<file path="config.mk">
export PLATFORM = sky130hd
export DESIGN_NAME = result_drain
export DESIGN_NICKNAME = d
export VERILOG_FILES = /design/src/rtl/result_drain.sv
export SDC_FILE = /design/constraint.sdc
export NUM_CORES = 1
export LEC_CHECK = 0
export CAP_MARGIN = 20
export CORE_ASPECT_RATIO = 0.9
export CORE_UTILIZATION = 32
export CTS_BUF_LIST = sky130_fd_sc_hd__clkbuf_4 sky130_fd_sc_hd__clkbuf_8
export CTS_CLUSTER_DIAMETER = 150
export DETAILED_ROUTE_END_ITERATION = 8
export PLACE_DENSITY_LB_ADDON = 0.15
export SLEW_MARGIN = 20
export SYNTH_ARGS = -nofsm -noshare
export SYNTH_HDL_FRONTEND = slang
export SYNTH_SLANG_ARGS = --single-unit
</file>
<file path="constraint.sdc">
create_clock -name i_clk -period 48.2 [get_ports i_clk]
set_clock_uncertainty 0.05 [all_clocks]
set_input_delay 4.82 -clock i_clk [delete_from_list [all_inputs] [get_ports i_clk]]
set_output_delay 4.82 -clock i_clk [all_outputs]
set_load 0.005 [all_outputs]
</file>
<file path="src/rtl/result_drain.sv">
// result_drain: captures a 4x4 result matrix and streams it row-major over valid/ready; `RESULT_DRAIN_DOUBLEBUF_EN adds a shadow buffer
module result_drain (
  input  logic                  i_clk,
  input  logic                  i_arst,
  input  logic [3:0][3:0][31:0] i_c,
  input  logic                  i_validResult,
  output logic                  o_ready,
  output logic [31:0]           o_data,
  output logic [1:0]            o_row,
  output logic [1:0]            o_col,
  output logic                  o_last,
  output logic                  o_valid,
  input  logic                  i_ready,
  output logic                  o_overflow,
  input  logic                  i_clearOverflow
);
  typedef enum logic {IDLE, DRAIN} state_t;
  state_t r_state, w_state_n;
  logic [3:0] r_idx, w_idx_n;
  logic [3:0][3:0][31:0] r_act;
  logic r_ovf;
  logic w_accept, w_load_c;
`ifdef RESULT_DRAIN_DOUBLEBUF_EN
  logic [3:0][3:0][31:0] r_sh;
  logic r_sfull, w_sfull_n, w_load_sh, w_swap;
`endif
  // outputs from registered state, then next state / buffer load decisions
  always_comb begin
    o_valid = r_state == DRAIN;
`ifdef RESULT_DRAIN_DOUBLEBUF_EN
    o_ready = !r_sfull;
`else
    o_ready = r_state == IDLE;
`endif
    o_row = o_valid ? r_idx[3:2] : 2'd0;
    o_col = o_valid ? r_idx[1:0] : 2'd0;
    o_data = o_valid ? r_act[r_idx[3:2]][r_idx[1:0]] : 32'd0;
    o_last = o_valid && r_idx == 4'd15;
    o_overflow = r_ovf;
    w_accept = i_validResult && o_ready;
    w_state_n = r_state;
    w_idx_n = r_idx;
    w_load_c = 1'b0;
`ifdef RESULT_DRAIN_DOUBLEBUF_EN
    w_swap = 1'b0;
    w_load_sh = 1'b0;
`endif
    if (r_state == IDLE) begin
      w_load_c = w_accept;
      w_idx_n = 4'd0;
      w_state_n = w_accept ? DRAIN : IDLE;
    end else if (i_ready) begin
      w_idx_n = r_idx + 4'd1;
      if (r_idx == 4'd15) begin
`ifdef RESULT_DRAIN_DOUBLEBUF_EN
        w_swap = r_sfull;
        w_load_c = !r_sfull && w_accept;
        w_state_n = (r_sfull || w_accept) ? DRAIN : IDLE;
`else
        w_state_n = IDLE;
`endif
      end
    end
`ifdef RESULT_DRAIN_DOUBLEBUF_EN
    w_load_sh = w_accept && r_state == DRAIN && !w_load_c;
    w_sfull_n = w_load_sh ? 1'b1 : w_swap ? 1'b0 : r_sfull;
`endif
  end
  // control state; a rejected strobe beats a same-cycle overflow clear
  always_ff @(posedge i_clk) begin
    if (i_arst) begin
      r_state <= IDLE;
      r_idx <= 4'd0;
      r_ovf <= 1'b0;
`ifdef RESULT_DRAIN_DOUBLEBUF_EN
      r_sfull <= 1'b0;
`endif
    end else begin
      r_state <= w_state_n;
      r_idx <= w_idx_n;
      r_ovf <= (i_validResult && !o_ready) || (r_ovf && !i_clearOverflow);
`ifdef RESULT_DRAIN_DOUBLEBUF_EN
      r_sfull <= w_sfull_n;
`endif
    end
  end
  // data buffers need no reset: outputs are gated by o_valid
  always_ff @(posedge i_clk) begin
`ifdef RESULT_DRAIN_DOUBLEBUF_EN
    if (w_load_c) r_act <= i_c;
    else if (w_swap) r_act <= r_sh;
    if (w_load_sh) r_sh <= i_c;
`else
    if (w_load_c) r_act <= i_c;
`endif
  end
endmodule

</file>
==> metrics.cfg, run 1 <==
[status]
outcome=finished clean

[clock_network]
cts_tree=yes
htree_levels=3
hold_buffers=0
post_cts_resized=0
insertion_delay_ns=0.66
clock-root-buffer=clkbuf_8
cts.sinks=518
numCtsBuffers=89
cts.path.max_buffers=3
path_clk_slew_ns=0.06
post_cts_buffers=0

[drt]
ant_nets=0
routed_via_density=4.63
num_vias=11980
drt_pre_antenna_iters=5
drt_iter0_drc=871
drc_errors=0
finalWirelength_um=61000
wire_per_inst_um=23.6

[placement]
io_buffers=556
globalplace.congestion=0.818
dp_hpwl_um=42600

[synth]
synth_top_area_cell=edfxtp_1
synth-seq-cells=518
yosysWarnings=0
synth.distinct_cells=33
yosysSeqAreaShare_pct=77.2
synthTopCellsByArea=edfxtp_1 77%, mux2i_1 12%, a22oi_1 3.8%
mappedNetlistArea_sq_um=20100
async_reset_ff_share_pct=0
synth_flop_cell=edfxtp_1
avgSynthCellArea_sq_um=18.8
synth_top_area_share_pct=76.6
syn_nets=1586
syn_inst=1068
synth_edf_count=512

[sta]
finalMaxSlewViolations=0
worst_pin_slew_ns=1.23
setup_viol=0
fin_crit_sh_pct=21.5
max_freq_mhz=96.7
finalHoldViolations=0
fin_crit_ns=10.34
setup_tns_ns=0
max_slew_margin_pct=17.8
grt_setup_unrepaired=false

[die]
num_rows=86
die-area_sq_um=63700
die_x_um=266
die_y_um=240
ios=557
core_sq_um=61500
start_util_pct=32.6

[grt]
grt_max_degree=185
antenna_found_initial=21
grt_pass1_vias=12715
grt_usage_pct=18.7
grt_pass1_wl_um=84300
overflow=0

[setup_path]
start_kind=register
crit_arrival_ns=5.47
endpoint_kind=primary output
cp_max_fo=57
path_class=register to primary output
crit_required_ns=43.33
regToRegSetupSlack_ns=44.77

[finish]
final_util_pct=45.8
drive_gt1_share_pct=10.0
layout_commonest_cell=clkdlybuf4s50_1
most-common-layout-cells=556 x clkdlybuf4s50_1, 512 x edfxtp_1, 231 x mux2i_1, 102 x a22oi_1, 97 x clkbuf_8
final_nets=2190
syn2layout_area_growth_pct=40.4

[power_and_ir_drop]
p_switching_uw=213
p_leak_uw=0.00906
pwr-share-clk_pct=38.7
switching_share_pct=21.4
max-vdd-ir-drop_mv=0.0209
comb_power_share_pct=7.8
pwr-share-seq_pct=53.4
intPower_uw=784
power_density_nw_per_um2=35.4

[hold_path]
hp-class=register to register

[job]
max-cap-violations=0

## worst paths after layout
path	start	to	cells after the start
hold reg to reg	o_overflow	o_overflow	2
hold / removal	o_overflow	o_overflow	2
setup / recovery	r_idx[2]	o_data[8]	8
setup reg to reg	o_valid	r_act[16]	3
## critical path, stage by stage (launching register included)
cell and delay [ns]:
dfxtp_4 0.92, buf_4 0.75, buf_4 0.91, buf_4 0.72, mux2i_1 0.16, a22oi_1 0.22, nand3_1 0.30, nand2_1 0.18
clkdlybuf4s50_1 0.51
## kinds of logic after synthesis
group,synth area share (%)
flip-flops,77.2
multiplexers,13.0
AO/OA/AOI/OAI,4.83
AND/OR/NAND/NOR,2.43
buffers and inverters,2.34
XOR/XNOR,0.131
adder cells (fa/ha/maj),0.0623
## synth_stat cells (4+ instances only)
| cell type | n |
|---|---|
| o21ai_1 | 12 |
| buf_2 | 20 |
| buf_6 | 14 |
| nand3_1 | 46 |
| dfxtp_1 | 6 |
| edfxtp_1 | 512 |
| o2111ai_1 | 4 |
| mux2i_1 | 231 |
| nor2_1 | 7 |
| a221oi_1 | 8 |
| clkbuf_1 | 10 |
| buf_4 | 12 |
| mux4_2 | 13 |
| nand2_1 | 43 |
| a22oi_1 | 102 |
## registers in the layout, summed over array words and instances (netlist names)
| register | flops |
|---|---|
| r_act | 512 |
| o_overflow | 1 |
| o_valid | 1 |
| r_idx | 4 |
## through the flow
stage | hold slack, ns | std cells | cell area (sq um) | worst slack, ns | total power, uW
6_report | 0.438 | 2587 | 28200 | 37.86 | 997
4_1_cts | 0.443 | 2574 | 28100 | 37.75 | 1010
5_1_grt | 0.486 | 2586 | 28200 | 37.47 | 1040
3_3_place_gp | 0.418 | 2416 | 26400 | 38.59 | 619
3_5_place_dp | 0.434 | 2416 | 26400 | 38.49 | 621
2_1_floorplan | 0.405 | 1068 | 20100 | 19.93 | 582
## routing by layer
metal  up-vias  part of all wire, %  global-route usage, %
met5         -                 0.14                      0
met4        12                  2.4                   6.88
met3        94                  7.3                   6.36
met2       420                   51                   31.8
met1      5909                   39                   21.9
li1       5545                    -                      -
## area by class of cell
type                    instances  area, sq um
fillers                      5446        33400
flip-flops and latches        518        15500
repair buffers                574         5730
multi-input cells             486         4140
clock buffers                 123         1530
well taps                     836         1050
clock inverters                35          189
diodes                         12         30.0
inverters                       3         11.3
## power groups by stage
stage               Clock (uW)  Sequential [uW]  Combinational [uW]
floorplan                    0              560                21.4
global placement             0              542                77.9
CTS                        400              533                79.2
detailed placement           0              542                79.0
finish                     386              533                78.2
global route               418              534                83.6
(Power assumes the default switching activity.)
==> run 2: changes to the inputs <==
- clock period: 48.2 -> 9.6 ns (I/O delays scaled with it)
==> run 2 against run 1 <==
Net effect:
- power rose to 5.2 times the previous value
- via count about the same
- first-iteration DRC count down 2.2%
- critical path type unchanged
- largest power group unchanged
- highest routed layer unchanged
==> metrics.cfg, run 2 (same netlist as run 1, synthesis figures left out) <==
[clock_network]
post_cts_buffers=0
hold_buffers=0
clock-root-buffer=clkbuf_8
insertion_delay_ns=0.66
cts_tree=yes
post_cts_resized=0
cts.sinks=518
cts.path.max_buffers=3
numCtsBuffers=92
path_clk_slew_ns=0.06
htree_levels=3

[die]
die-area_sq_um=63700
start_util_pct=32.6
die_y_um=240
ios=557
die_x_um=266
core_sq_um=61500
num_rows=86

[finish]
layout_commonest_cell=clkdlybuf4s50_1
final_nets=2190
regMostFlops=r_act
syn2layout_area_growth_pct=41.2
most-common-layout-cells=556 x clkdlybuf4s50_1, 512 x edfxtp_1, 231 x mux2i_1, 102 x a22oi_1, 96 x clkbuf_8
n_fill_cell=5462
biggestRegsByFlops=r_act: 512 flops, r_idx: 4 flops
fin_cells=2595
largest_reg_flops=512
drive_gt1_share_pct=10.2

[drt]
ant_nets=0
dr_wl_met3_um=4260
wire_per_inst_um=23.4
drc_errors=0
finalWirelength_um=60700
drt-met1-wl_um=24000
drt_pre_antenna_iters=5
num_vias=11971
routed_via_density=4.61
met2_length_um=31000
drt_iter0_drc=852
top_layer=met5

[setup_path]
cp_max_fo=48
endpoint_kind=primary output
crit_arrival_ns=4.25
path_class=register to primary output
crit_required_ns=8.59
max_stage_delay_ns=0.84
crit_top_cell=buf_4
path_cells=buf_4 -> buf_4 -> mux2i_1 -> a22oi_1 -> nand3_1 -> o21ai_0 -> clkdlybuf4s50_1
start_kind=register
cp_slowest_cell=dfxtp_4

[placement]
dp_hpwl_um=41900
io_buffers=556
globalplace.congestion=0.790
dp.cells=2414

[status]
outcome=finished clean

[power_and_ir_drop]
power_density_nw_per_um2=183
max-vdd-ir-drop_mv=0.103
p_leak_uw=0.00913

[grt]
overflow=0
grt_pass1_wl_um=84700
antenna_found_initial=19
grt_max_degree=198
grt_pass1_vias=12749
grt_usage_pct=18.6

[sta]
fin_crit_sh_pct=54.8
max_freq_mhz=190
fin_crit_ns=5.26
setup_viol=0
grt_setup_unrepaired=false
setup_tns_ns=0
worst_pin_slew_ns=1.26
finalMaxSlewViolations=0
finalHoldViolations=0
max_slew_margin_pct=16.1

[job]
max-cap-violations=0

[hold_path]
hp-class=register to register

-- run 2: worst paths after layout --
path	startpoint	endpoint	slack (ns)	depth (start not counted)
hold / removal	o_overflow	o_overflow	0.43	2
setup / recovery	r_idx[2]	o_data[19]	4.34	7
hold reg to reg	o_overflow	o_overflow	0.43	2
setup reg to reg	o_valid	r_act[23]	6.71	3
-- run 2: final cells by class --
type / count / area [sq um] / share of cell area (%)
Inverter: 3 / 11.3 / 0.0397
Clock inverter: 48 / 397 / 1.40
Timing Repair Buffer: 571 / 5720 / 20.2
Clock buffer: 120 / 1500 / 5.30
Multi-Input combinational cell: 486 / 4140 / 14.6
Sequential cell: 518 / 15500 / 54.7
Tap cell: 836 / 1050 / 3.69
Antenna cell: 13 / 32.5 / 0.115
-- run 2: metrics by stage --
| step | worst slack [ns] | util [%] | cell area (sq um) | total power [uW] | hold slack (ns) |
|---|---|---|---|---|---|
| after detailed placement | 4.95 | 42.9 | 26400 | 3120 | 0.430 |
| after CTS | 4.20 | 46.0 | 28300 | 5250 | 0.444 |
| after floorplan | 0.509 | - | 20100 | 2850 | 0.405 |
| after global routing | 4.09 | 46.0 | 28300 | 5380 | 0.479 |
| final | 4.34 | 46.0 | 28300 | 5180 | 0.432 |
| after global placement | 4.99 | 42.9 | 26400 | 3110 | 0.411 |
-- run 2: routing by layer --
| metal | track usage [%] | up-vias |
|---|---|---|
| li1 | - | 5554 |
| met4 | 6.69 | 12 |
| met1 | 22.3 | 5893 |
| met3 | 5.52 | 99 |
| met5 | 0 | - |
| met2 | 31.7 | 413 |
-- run 2: worst max-delay path, delay by kind of cell, from the launching register on --
family	cells	cell delay [ns]
compound gates	2	0.50
mux	1	0.17
simple gates	1	0.12
buf+inv	3	1.91
flops	1	0.84
-- run 2: power breakdown --
part	switching, uW	leakage, uW	internal, uW
clock	927	0.000991	1190
sequential	32.1	0.00493	2640
combinational	153	0.00321	240
==> run 3: changes to the inputs <==
- clock period: 9.6 -> 4.6 ns (I/O delays scaled with it)
==> run 3 against run 2 <==
Net effect:
- cell count is 0.50% higher
- setup slack worse by 3.7 ns
- sequential power is 110% higher
- cell area is 0.52% higher
- core utilization is 0.24 points higher
- critical endpoint is now o_data[8]
- global-route usage is 0.78 points higher
- sequential cell count stayed put
- non-clock buffer count is 23 higher
- critical path depth is 1 lower
- die area stayed put
==> metrics.cfg, run 3 (same netlist as run 1, synthesis figures left out) <==
[status]
outcome=finished clean

[hold_path]
hp-class=input port to register
min_path_cells=1
worstHoldStart=i_c[426]

[placement]
io_buffers=556
dpl_worst_slack_ns=1.35
dp_hpwl_um=46000
dp.cells=2437
globalplace.congestion=0.850

[clock_network]
cts.path.max_buffers=3
post_cts_buffers=0
post_cts_resized=0
insertion_delay_ns=0.67
cts.sinks=518
cts_tree=yes
path_clk_slew_ns=0.06
hold_buffers=0
numCtsBuffers=89
htree_levels=3
clock-root-buffer=clkbuf_8

[power_and_ir_drop]
p_leak_uw=0.00923
power_density_nw_per_um2=374
max-vdd-ir-drop_mv=0.176

[die]
die_x_um=266
core_sq_um=61500
start_util_pct=32.6
die_y_um=240
die-area_sq_um=63700
ios=557
num_rows=86

[sta]
setup_viol=0
grt_setup_unrepaired=false
finalMaxSlewViolations=0
max_freq_mhz=255
finalHoldViolations=0
worst_pin_slew_ns=1.06
fin_crit_ns=3.92
fin_ws_ns=0.682
max_slew_margin_pct=29.3
fin_crit_sh_pct=85.2

[setup_path]
cp_max_fo=18
endpoint_kind=primary output
crit_arrival_ns=3.41
ff2ff_path_depth=3
reg2reg_from=o_valid
start_kind=register
crit_required_ns=4.09
path_class=register to primary output
crit_start=o_valid

[drt]
drt_pre_antenna_iters=5
wire_per_inst_um=24.2
drt_iter0_drc=877
drc_errors=0
num_vias=12232
ant_nets=0
routed_via_density=4.69
finalWirelength_um=63200

[finish]
most-common-layout-cells=556 x clkdlybuf4s50_1, 512 x edfxtp_1, 231 x mux2i_1, 102 x a22oi_1, 96 x clkbuf_8
drive_gt1_share_pct=11.6
syn2layout_area_growth_pct=42.0
biggestRegsByFlops=r_act: 512 flops, r_idx: 4 flops
layout_commonest_cell=clkdlybuf4s50_1
n_fill_cell=5388
fin_cells=2608
largest_reg_flops=512
regMostFlops=r_act
final_nets=2210

[grt]
grt_pass1_wl_um=87400
overflow=0
grt_pass1_vias=12941
grt_usage_pct=19.4
antenna_found_initial=11
grt_max_degree=150

[job]
max-cap-violations=0

-- run 3: cell count changes in the layout (fill, tap and decap cells not counted), sizes merged --
cell      previous run  this run
clkinv              38        30
clkinvlp             2         1
bufinv               6         2
clkbuf             120       128
buf                 15        38
diode               13         8
-- run 3: where the power goes --
group          internal, uW  switching, uW
sequential             5500           71.1
clock                  2310           1910
combinational           513            342
-- run 3: layer usage --
metal,wire [um],share of wire (%),global-route usage [%]
met1,25500,40,24.1
met2,32400,51,33.5
met3,4020,6.4,4.70
met4,1230,1.9,5.54
met5,55,0.087,0
-- run 3: layout make-up --
| cell class | instances | area (sq um) | area share (%) |
|---|---|---|---|
| diodes | 8 | 20.0 | 0.0703 |
| repair buffers | 594 | 5960 | 20.9 |
| inverters | 3 | 11.3 | 0.0395 |
| clock inverters | 35 | 248 | 0.870 |
| multi-input cells | 486 | 4140 | 14.5 |
| flip-flops and latches | 518 | 15500 | 54.4 |
| well taps | 836 | 1050 | 3.67 |
| clock buffers | 128 | 1560 | 5.48 |
-- run 3: critical path, stage by stage, from the launching register on --
cell and delay (ns):
dfxtp_1 0.56, inv_1 0.17, nor2_4 0.60, buf_4 0.41, nand3_1 0.30, nand2_1 0.16, clkdlybuf4s50_1 0.51
-- run 3: final timing paths --
check,end,slack [ns]
worst max-delay path,o_data[8],0.68
worst min-delay path,r_act[426],0.28
worst max register to register,r_act[424],2.43
worst min register to register,o_overflow,0.43
-- run 3: through the flow --
step	hold WS, ns	util, %	setup TNS, ns	instance area [sq um]	total power, uW
2_1_floorplan	0.405	-	-2043.47	20100	5940
3_3_place_gp	0.417	43.3	0	26700	6530
3_5_place_dp	0.419	43.3	0	26700	6540
4_1_cts	0.194	46.2	0	28500	10800
5_1_grt	0.207	46.3	0	28500	11100
6_report	0.278	46.3	0	28500	10700
